[config.mk]
export PLATFORM = sky130hd
export DESIGN_NAME = aq_vidu_vid_fp_opd_buf
export DESIGN_NICKNAME = d
export VERILOG_FILES = /design/src/rtl/aq_vidu_fp_pkg.sv /design/src/rtl/aq_vidu_fp_fwd_sel.sv /design/src/rtl/aq_vidu_vid_fp_opd_buf_chk.sv /design/src/rtl/aq_vidu_vid_fp_opd_buf.sv
export SDC_FILE = /design/constraint.sdc
export NUM_CORES = 1
export LEC_CHECK = 0
export CAP_MARGIN = 15
export CELL_PAD_IN_SITES_DETAIL_PLACEMENT = 0
export CELL_PAD_IN_SITES_GLOBAL_PLACEMENT = 1
export CORE_MARGIN = 2
export CORE_UTILIZATION = 41
export CTS_CLUSTER_SIZE = 10
export DETAILED_ROUTE_END_ITERATION = 6
export PLACE_DENSITY = 0.94
export SETUP_SLACK_MARGIN = 0.1
export SLEW_MARGIN = 20
export SYNTH_ARGS = -nofsm -noshare
export SYNTH_HDL_FRONTEND = slang
export SYNTH_SLANG_ARGS = --single-unit
[constraint.sdc]
create_clock -name forever_cpuclk -period 4.7 [get_ports forever_cpuclk]
set_clock_uncertainty 0.1 [all_clocks]
set_input_delay 0.47 -clock forever_cpuclk [delete_from_list [all_inputs] [get_ports forever_cpuclk]]
set_output_delay 0.47 -clock forever_cpuclk [all_outputs]
set_load 0.005 [all_outputs]
[src/rtl/aq_vidu_fp_pkg.sv]
// Shared types and default widths for the VIDU FP operand buffer slice.
package aq_vidu_fp_pkg;

    localparam int FP_DATA_W  = 64;
    localparam int FP_REG_W   = 5;
    localparam int FP_NUM_FWD = 2;
    localparam int FP_DEPTH   = 2;
    localparam int FP_FUNC_W  = 20;
    localparam int FP_EU_W    = 10;

    typedef struct packed {
        logic [FP_FUNC_W-1:0]            func;
        logic [FP_EU_W-1:0]              eu;
        logic                            dstf_vld;
        logic [FP_REG_W-1:0]             dstf_reg;
        logic                            srcf2_vld;
        logic [FP_REG_W-1:0]             srcf2_reg;
        logic                            srcf2_rdy;
        logic [2:0][FP_DATA_W-1:0]       data;
    } fp_opd_entry_t;

    function automatic int fp_cnt_w(input int depth);
        return $clog2(depth) + 1;
    endfunction

endpackage

[src/rtl/aq_vidu_fp_fwd_sel.sv]
// Priority forward match: the lowest-index valid channel whose index equals src_reg supplies data.
module aq_vidu_fp_fwd_sel
    import aq_vidu_fp_pkg::*;
#(
    parameter int DATA_W  = FP_DATA_W,
    parameter int REG_W   = FP_REG_W,
    parameter int NUM_FWD = FP_NUM_FWD
) (
    input  logic [REG_W-1:0]          src_reg,
    input  logic [NUM_FWD-1:0]        fwd_vld,
    input  logic [NUM_FWD*REG_W-1:0]  fwd_reg,
    input  logic [NUM_FWD*DATA_W-1:0] fwd_data,
    output logic                      hit,
    output logic [DATA_W-1:0]         data
);

    logic match_s;

    // Scan from the last channel down so that channel 0 overrides everything else.
    always_comb begin
        hit     = 1'b0;
        data    = {DATA_W{1'b0}};
        match_s = 1'b0;
        for (int k = NUM_FWD - 1; k >= 0; k--) begin
            match_s = fwd_vld[k] && (fwd_reg[k*REG_W +: REG_W] == src_reg);
            data    = match_s ? fwd_data[k*DATA_W +: DATA_W] : data;
            hit     = hit | match_s;
        end
    end

endmodule

[src/rtl/aq_vidu_vid_fp_opd_buf_chk.sv]
// Protocol checks for the FP operand buffer occupancy and issue handshake.
module aq_vidu_vid_fp_opd_buf_chk #(
    parameter int CNT_W = 2,
    parameter int DEPTH = 2
) (
    input logic             clk,
    input logic             rst_n,
    input logic             pop,
    input logic [CNT_W-1:0] cnt
);

    a_no_pop_empty: assert property (@(posedge clk) disable iff (!rst_n) pop |-> (cnt != {CNT_W{1'b0}}));
    a_cnt_bound:    assert property (@(posedge clk) disable iff (!rst_n) cnt <= CNT_W'(DEPTH));

endmodule

[src/rtl/aq_vidu_vid_fp_opd_buf.sv]
// FP dispatch operand buffer: forward-muxed capture into a FIFO issuing to the VPU.
// Optional srcf2 wakeup snooping is enabled by defining VIDU_FP_SRC2_WAKEUP_EN.
module aq_vidu_vid_fp_opd_buf
    import aq_vidu_fp_pkg::*;
#(
    parameter int DATA_W  = FP_DATA_W,
    parameter int REG_W   = FP_REG_W,
    parameter int NUM_FWD = FP_NUM_FWD,
    parameter int DEPTH   = FP_DEPTH,
    parameter int FUNC_W  = FP_FUNC_W,
    parameter int EU_W    = FP_EU_W
) (
    input  logic                      forever_cpuclk,
    input  logic                      cpurst_b,
    input  logic                      vidu_flush,
    input  logic                      dis_vld,
    output logic                      dis_rdy,
    input  logic [FUNC_W-1:0]         dis_func,
    input  logic [EU_W-1:0]           dis_eu,
    input  logic                      dis_dstf_vld,
    input  logic [REG_W-1:0]          dis_dstf_reg,
    input  logic [2:0]                dis_srcf_vld,
    input  logic [3*REG_W-1:0]        dis_srcf_reg,
    input  logic [3*DATA_W-1:0]       gpr_src_data,
    input  logic                      wbt_srcf2_rdy,
    input  logic [NUM_FWD-1:0]        fwd_vld,
    input  logic [NUM_FWD*REG_W-1:0]  fwd_reg,
    input  logic [NUM_FWD*DATA_W-1:0] fwd_data,
    output logic                      vpu_out_vld,
    input  logic                      vpu_out_rdy,
    output logic [FUNC_W-1:0]         vpu_out_func,
    output logic [EU_W-1:0]           vpu_out_eu,
    output logic                      vpu_out_dstf_vld,
    output logic [REG_W-1:0]          vpu_out_dstf_reg,
    output logic [3*DATA_W-1:0]       vpu_out_srcf_data,
    output logic                      vpu_out_srcf2_rdy,
    output logic [$clog2(DEPTH):0]    buf_cnt
);

    localparam int PTR_W = $clog2(DEPTH);
    localparam int CNT_W = fp_cnt_w(DEPTH);
    localparam logic [CNT_W-1:0] DEPTH_CNT = CNT_W'(DEPTH);

    logic [PTR_W-1:0]    wr_ptr_r, rd_ptr_r;
    logic [CNT_W-1:0]    cnt_r;
    logic [DEPTH-1:0]    vld_r, dstf_vld_r, srcf2_rdy_r;
    logic [FUNC_W-1:0]   func_r [DEPTH];
    logic [EU_W-1:0]     eu_r [DEPTH];
    logic [REG_W-1:0]    dstf_reg_r [DEPTH];
    logic [3*DATA_W-1:0] data_r [DEPTH];

    logic [2:0]          hit_s;
    logic [3*DATA_W-1:0] fwd_opd_s, opd_s;
    logic                srcf2_rdy_in_s, push_s, pop_s, head_rdy_s;
    logic [DEPTH-1:0]    wake_s;
    logic [DATA_W-1:0]   wk_data_s [DEPTH];

    for (genvar i = 0; i < 3; i++) begin : g_dis_sel
        aq_vidu_fp_fwd_sel #(.DATA_W(DATA_W), .REG_W(REG_W), .NUM_FWD(NUM_FWD)) u_sel (
            .src_reg  (dis_srcf_reg[i*REG_W +: REG_W]),
            .fwd_vld  (fwd_vld),
            .fwd_reg  (fwd_reg),
            .fwd_data (fwd_data),
            .hit      (hit_s[i]),
            .data     (fwd_opd_s[i*DATA_W +: DATA_W])
        );
        assign opd_s[i*DATA_W +: DATA_W] = hit_s[i] ? fwd_opd_s[i*DATA_W +: DATA_W]
                                                    : gpr_src_data[i*DATA_W +: DATA_W];
    end

    assign srcf2_rdy_in_s = ~dis_srcf_vld[2] | wbt_srcf2_rdy | hit_s[2];

`ifdef VIDU_FP_SRC2_WAKEUP_EN
    logic [REG_W-1:0] srcf2_reg_r [DEPTH];
    logic [DEPTH-1:0] wk_hit_s;

    for (genvar e = 0; e < DEPTH; e++) begin : g_wk_sel
        aq_vidu_fp_fwd_sel #(.DATA_W(DATA_W), .REG_W(REG_W), .NUM_FWD(NUM_FWD)) u_sel (
            .src_reg  (srcf2_reg_r[e]),
            .fwd_vld  (fwd_vld),
            .fwd_reg  (fwd_reg),
            .fwd_data (fwd_data),
            .hit      (wk_hit_s[e]),
            .data     (wk_data_s[e])
        );
    end
    // An entry whose srcf2 is already ready never snoops again.
    assign wake_s     = wk_hit_s & vld_r & ~srcf2_rdy_r;
    assign head_rdy_s = srcf2_rdy_r[rd_ptr_r];
`else
    for (genvar e = 0; e < DEPTH; e++) begin : g_wk_off
        assign wk_data_s[e] = {DATA_W{1'b0}};
    end
    assign wake_s     = {DEPTH{1'b0}};
    assign head_rdy_s = 1'b1;
`endif

    assign dis_rdy = (cnt_r != DEPTH_CNT);
    assign push_s  = dis_vld & dis_rdy;
    assign pop_s   = vpu_out_vld & vpu_out_rdy;

    // Pointer and occupancy update; flush acts as a synchronous clear that beats push/pop.
    always_ff @(posedge forever_cpuclk or negedge cpurst_b) begin
        if (!cpurst_b) begin
            wr_ptr_r <= {PTR_W{1'b0}};
            rd_ptr_r <= {PTR_W{1'b0}};
            cnt_r    <= {CNT_W{1'b0}};
        end else if (vidu_flush) begin
            wr_ptr_r <= {PTR_W{1'b0}};
            rd_ptr_r <= {PTR_W{1'b0}};
            cnt_r    <= {CNT_W{1'b0}};
        end else begin
            wr_ptr_r <= push_s ? wr_ptr_r + PTR_W'(1) : wr_ptr_r;
            rd_ptr_r <= pop_s  ? rd_ptr_r + PTR_W'(1) : rd_ptr_r;
            case ({push_s, pop_s})
                2'b10:   cnt_r <= cnt_r + CNT_W'(1);
                2'b01:   cnt_r <= cnt_r - CNT_W'(1);
                default: cnt_r <= cnt_r;
            endcase
        end
    end

    // Entry storage: push writes the tail slot, pop frees the head, wakeup patches srcf2 in place.
    always_ff @(posedge forever_cpuclk or negedge cpurst_b) begin
        if (!cpurst_b) begin
            vld_r       <= {DEPTH{1'b0}};
            dstf_vld_r  <= {DEPTH{1'b0}};
            srcf2_rdy_r <= {DEPTH{1'b0}};
            for (int e = 0; e < DEPTH; e++) begin
                func_r[e]     <= {FUNC_W{1'b0}};
                eu_r[e]       <= {EU_W{1'b0}};
                dstf_reg_r[e] <= {REG_W{1'b0}};
                data_r[e]     <= {(3*DATA_W){1'b0}};
`ifdef VIDU_FP_SRC2_WAKEUP_EN
                srcf2_reg_r[e] <= {REG_W{1'b0}};
`endif
            end
        end else if (vidu_flush) begin
            vld_r <= {DEPTH{1'b0}};
        end else begin
            for (int e = 0; e < DEPTH; e++) begin
                if (push_s && (wr_ptr_r == PTR_W'(e))) begin
                    vld_r[e]       <= 1'b1;
                    func_r[e]      <= dis_func;
                    eu_r[e]        <= dis_eu;
                    dstf_vld_r[e]  <= dis_dstf_vld;
                    dstf_reg_r[e]  <= dis_dstf_reg;
                    srcf2_rdy_r[e] <= srcf2_rdy_in_s;
                    data_r[e]      <= opd_s;
`ifdef VIDU_FP_SRC2_WAKEUP_EN
                    srcf2_reg_r[e] <= dis_srcf_reg[2*REG_W +: REG_W];
`endif
                end else if (pop_s && (rd_ptr_r == PTR_W'(e))) begin
                    vld_r[e] <= 1'b0;
                end else if (wake_s[e]) begin
                    srcf2_rdy_r[e]                    <= 1'b1;
                    data_r[e][2*DATA_W +: DATA_W]     <= wk_data_s[e];
                end else begin
                    vld_r[e] <= vld_r[e];
                end
            end
        end
    end

    assign vpu_out_vld       = vld_r[rd_ptr_r] & head_rdy_s;
    assign vpu_out_func      = func_r[rd_ptr_r];
    assign vpu_out_eu        = eu_r[rd_ptr_r];
    assign vpu_out_dstf_vld  = dstf_vld_r[rd_ptr_r];
    assign vpu_out_dstf_reg  = dstf_reg_r[rd_ptr_r];
    assign vpu_out_srcf_data = data_r[rd_ptr_r];
    assign vpu_out_srcf2_rdy = srcf2_rdy_r[rd_ptr_r];
    assign buf_cnt           = cnt_r;

    aq_vidu_vid_fp_opd_buf_chk #(.CNT_W(CNT_W), .DEPTH(DEPTH)) u_chk (
        .clk   (forever_cpuclk),
        .rst_n (cpurst_b),
        .pop   (pop_s),
        .cnt   (cnt_r)
    );

endmodule
==> results.cfg <==
[timing]
setup_tns_ns = 0
max_freq_mhz = 272
setup-violations-final = 0
grt_setup_unrepaired = false
slew_headroom_pct = 23.8
fin_crit_sh_pct = 78.2
drv_slew = 0
report.final.hold_viol_count = 0
worst_pin_slew_ns = 1.14
layout_min_cycle_time_ns = 3.68
hold_slack_ns = 0.330

[power_and_ir_drop]
p_leak_nw = 13.0
irDropWorstVdd_mv = 0.341
powerDensity_mw_per_mm2 = 542
finalPower_mw = 17.0

[global_route]
grt_pass1_wl_mm = 133
met1_usage_pct = 35.4
busiest_layer = met2
groute.usage.overall_pct = 28.7
grt_util_met2_pct = 46.6
antenna_found_initial = 9
grt_pass1_vias = 22590
grt_max_degree = 127
gr-total-overflow = 0
globalRouteMet3Util_pct = 8.00

[synthesis]
synth-simple-area-share_pct = 11.2
syn-num-nets = 2608
synth_compound_area_share_pct = 15.3
synth_cells = 2216
synth_edf_count = 0
synth_top_area_cell = dfrtp_1
synthAdderAreaFrac_pct = 0
synth.mux.area_fraction_pct = 16.7
synth_area_leaders = dfrtp_1, mux2_2, o221ai_1
synth_top_area_share_pct = 49.9
syn_area_mm2 = 0.0233
seq_area_frac_synth_pct = 49.9
async_flop_share_pct = 100
ys_ff_latch = 464
synthDistinctLibCells = 39
synth_top_family_by_area = multiplexers
synth.avg_cell_area_um2 = 10.5
synth_xor_area_share_pct = 1.28
yosys_warnings = 0
ys.flop_type = dfrtp_1

[cells_and_area]
design_area_mm2 = 0.0314
utilization_pct = 55.8
syn_to_final_growth_pct = 34.8
fin_nets = 3138
final_layout_size_suffix_gt1_share_pct = 12.7

[placed_design]
dp_hpwl_mm = 55.8
io_buffers = 622
post_dp_cell_area_mm2 = 0.0298
place_congestion = 0.916

[floorplanning]
die_h_um = 242
placementRows = 87
dieArea_mm2 = 0.0587
io_pins = 625
core_area_mm2 = 0.0563
initial_core_util_pct = 41.4
die_w_um = 242

[drt]
drtPass1Iterations = 7
ant_nets = 0
avgViaCountPerCell = 6.01
wire_per_inst_um = 24.5
drc_errors = 0
drt-total-wl_mm = 86.3
drtIter0Drc = 1995
num_vias = 21174

[worst_setup_path]
crit_chain = buf_12 -> mux2_2 -> clkdlybuf4s50_1
cp-end-kind = primary output
crit_required_ns = 4.13
cp_slowest_cell = dfrtp_4
arrival_ns = 3.11
crit_type = flip-flop to primary output
cp-start-kind = flip-flop
slowest_delay_ns = 1.04
crit_path_max_fanout = 63

[clock_tree]
postCtsSetupRepairBufs = 0
cts_sinks = 464
cts_made_buffers = 54
htreeDepth = 2
cts_tree = built
clockBufferDepth = 3
clk_pin_slew_worst_paths_ns = 0.06
cts_root_buf = clkbuf_16
insertion_delay_ns = 0.60

[hold_path]
hold_path_class = input port to flip-flop

[job]
maxCapViolCount = 0

[outcome]
status = finished, final reports clean
==> timing repair <==
action	in CTS	in global routing
hold endpoints to repair	76	0
hold buffers	1	0
resized for setup	0	0
==> cells in the mapped netlist (all sizes together), types with 3 or more instances <==
| cell | instances |
|---|---|
| nand3b | 3 |
| o221ai | 256 |
| a222oi | 56 |
| mux2 | 232 |
| dfrtp | 464 |
| inv | 65 |
| xor2 | 18 |
| clkbuf | 31 |
| xnor2 | 16 |
| mux2i | 128 |
| nand2 | 510 |
| nor2 | 129 |
| a41oi | 14 |
| nand4 | 3 |
| buf | 151 |
| a21oi | 113 |
| nor3 | 7 |
==> cells in the final DEF, fill, tap and decap left out, types with 23 or more instances in the layout <==
cell type / count
a21oi_1: 113
mux2i_1: 128
dfrtp_1: 463
inv_1: 65
buf_4: 23
clkbuf_16: 55
mux2_2: 232
nor2_1: 128
clkdlybuf4s50_1: 621
a222oi_1: 56
o221ai_1: 256
nand2_1: 501
==> layer usage <==
layer / up-vias / wire length [um]
met5: - / 38
met1: 10565 / 32900
met4: 6 / 4080
li1: 9155 / -
met3: 255 / 8440
met2: 1193 / 40800
==> worst paths after layout <==
kind                                  start                      to  slack (ns)  cells after the start
worst max-delay path               rd_ptr_r  vpu_out_srcf_data[173]        1.02                      3
worst min-delay path            dis_func[7]               func_r[7]        0.33                      3
worst max register to register   buf_cnt[0]              data_r[72]        1.82                      6
worst min register to register   func_r[27]              func_r[27]        0.37                      2
max in group asynchronous          cpurst_b             data_r[175]        2.91                      3
min in group asynchronous          cpurst_b              func_r[22]        0.34                      2
==> final cells by class <==
| class | count | area, um2 |
|---|---|---|
| Antenna cell | 5 | 12.5 |
| Clock buffer | 69 | 1470 |
| Clock inverter | 4 | 45.0 |
| Fill cell | 4787 | 24900 |
| Inverter | 65 | 244 |
| Multi-Input combinational cell | 1505 | 10400 |
| Sequential cell | 464 | 11600 |
| Tap cell | 756 | 946 |
| Timing Repair Buffer | 656 | 6610 |
==> state kept, by name (all words and copies together) (netlist names), 2 cells and up <==
| name | count |
|---|---|
| data_r | 384 |
| func_r | 40 |
| eu_r | 20 |
| dstf_reg_r | 10 |
| buf_cnt | 2 |
| dstf_vld_r | 2 |
| srcf2_rdy_r | 2 |
| vld_r | 2 |
==> critical path: cells and delay by family, from the launching register on <==
family | cells | cell delay, ns
flip-flops | 1 | 1.04
buffers and inverters | 2 | 0.92
multiplexers | 1 | 0.40
==> metrics by stage <==
step           setup slack (ns)  cells
2_1_floorplan              2.73   2216
3_3_place_gp               1.23   3445
3_5_place_dp               1.12   3445
4_1_cts                    1.01   3519
5_1_grt                   0.931   3524
6_report                   1.02   3524
==> power breakdown <==
group          internal (mW)  switching (mW)
clock network           2.15            1.64
registers               5.80           0.954
logic                   3.63            2.83
==> cell families after synthesis <==
kind of cell | Yosys count
AND/OR/NAND/NOR | 665
buffers and inverters | 247
multiplexers | 360
flip-flops | 464
AO/OA/AOI/OAI | 446
XOR/XNOR | 34
Power figures use the tool's default switching activity.
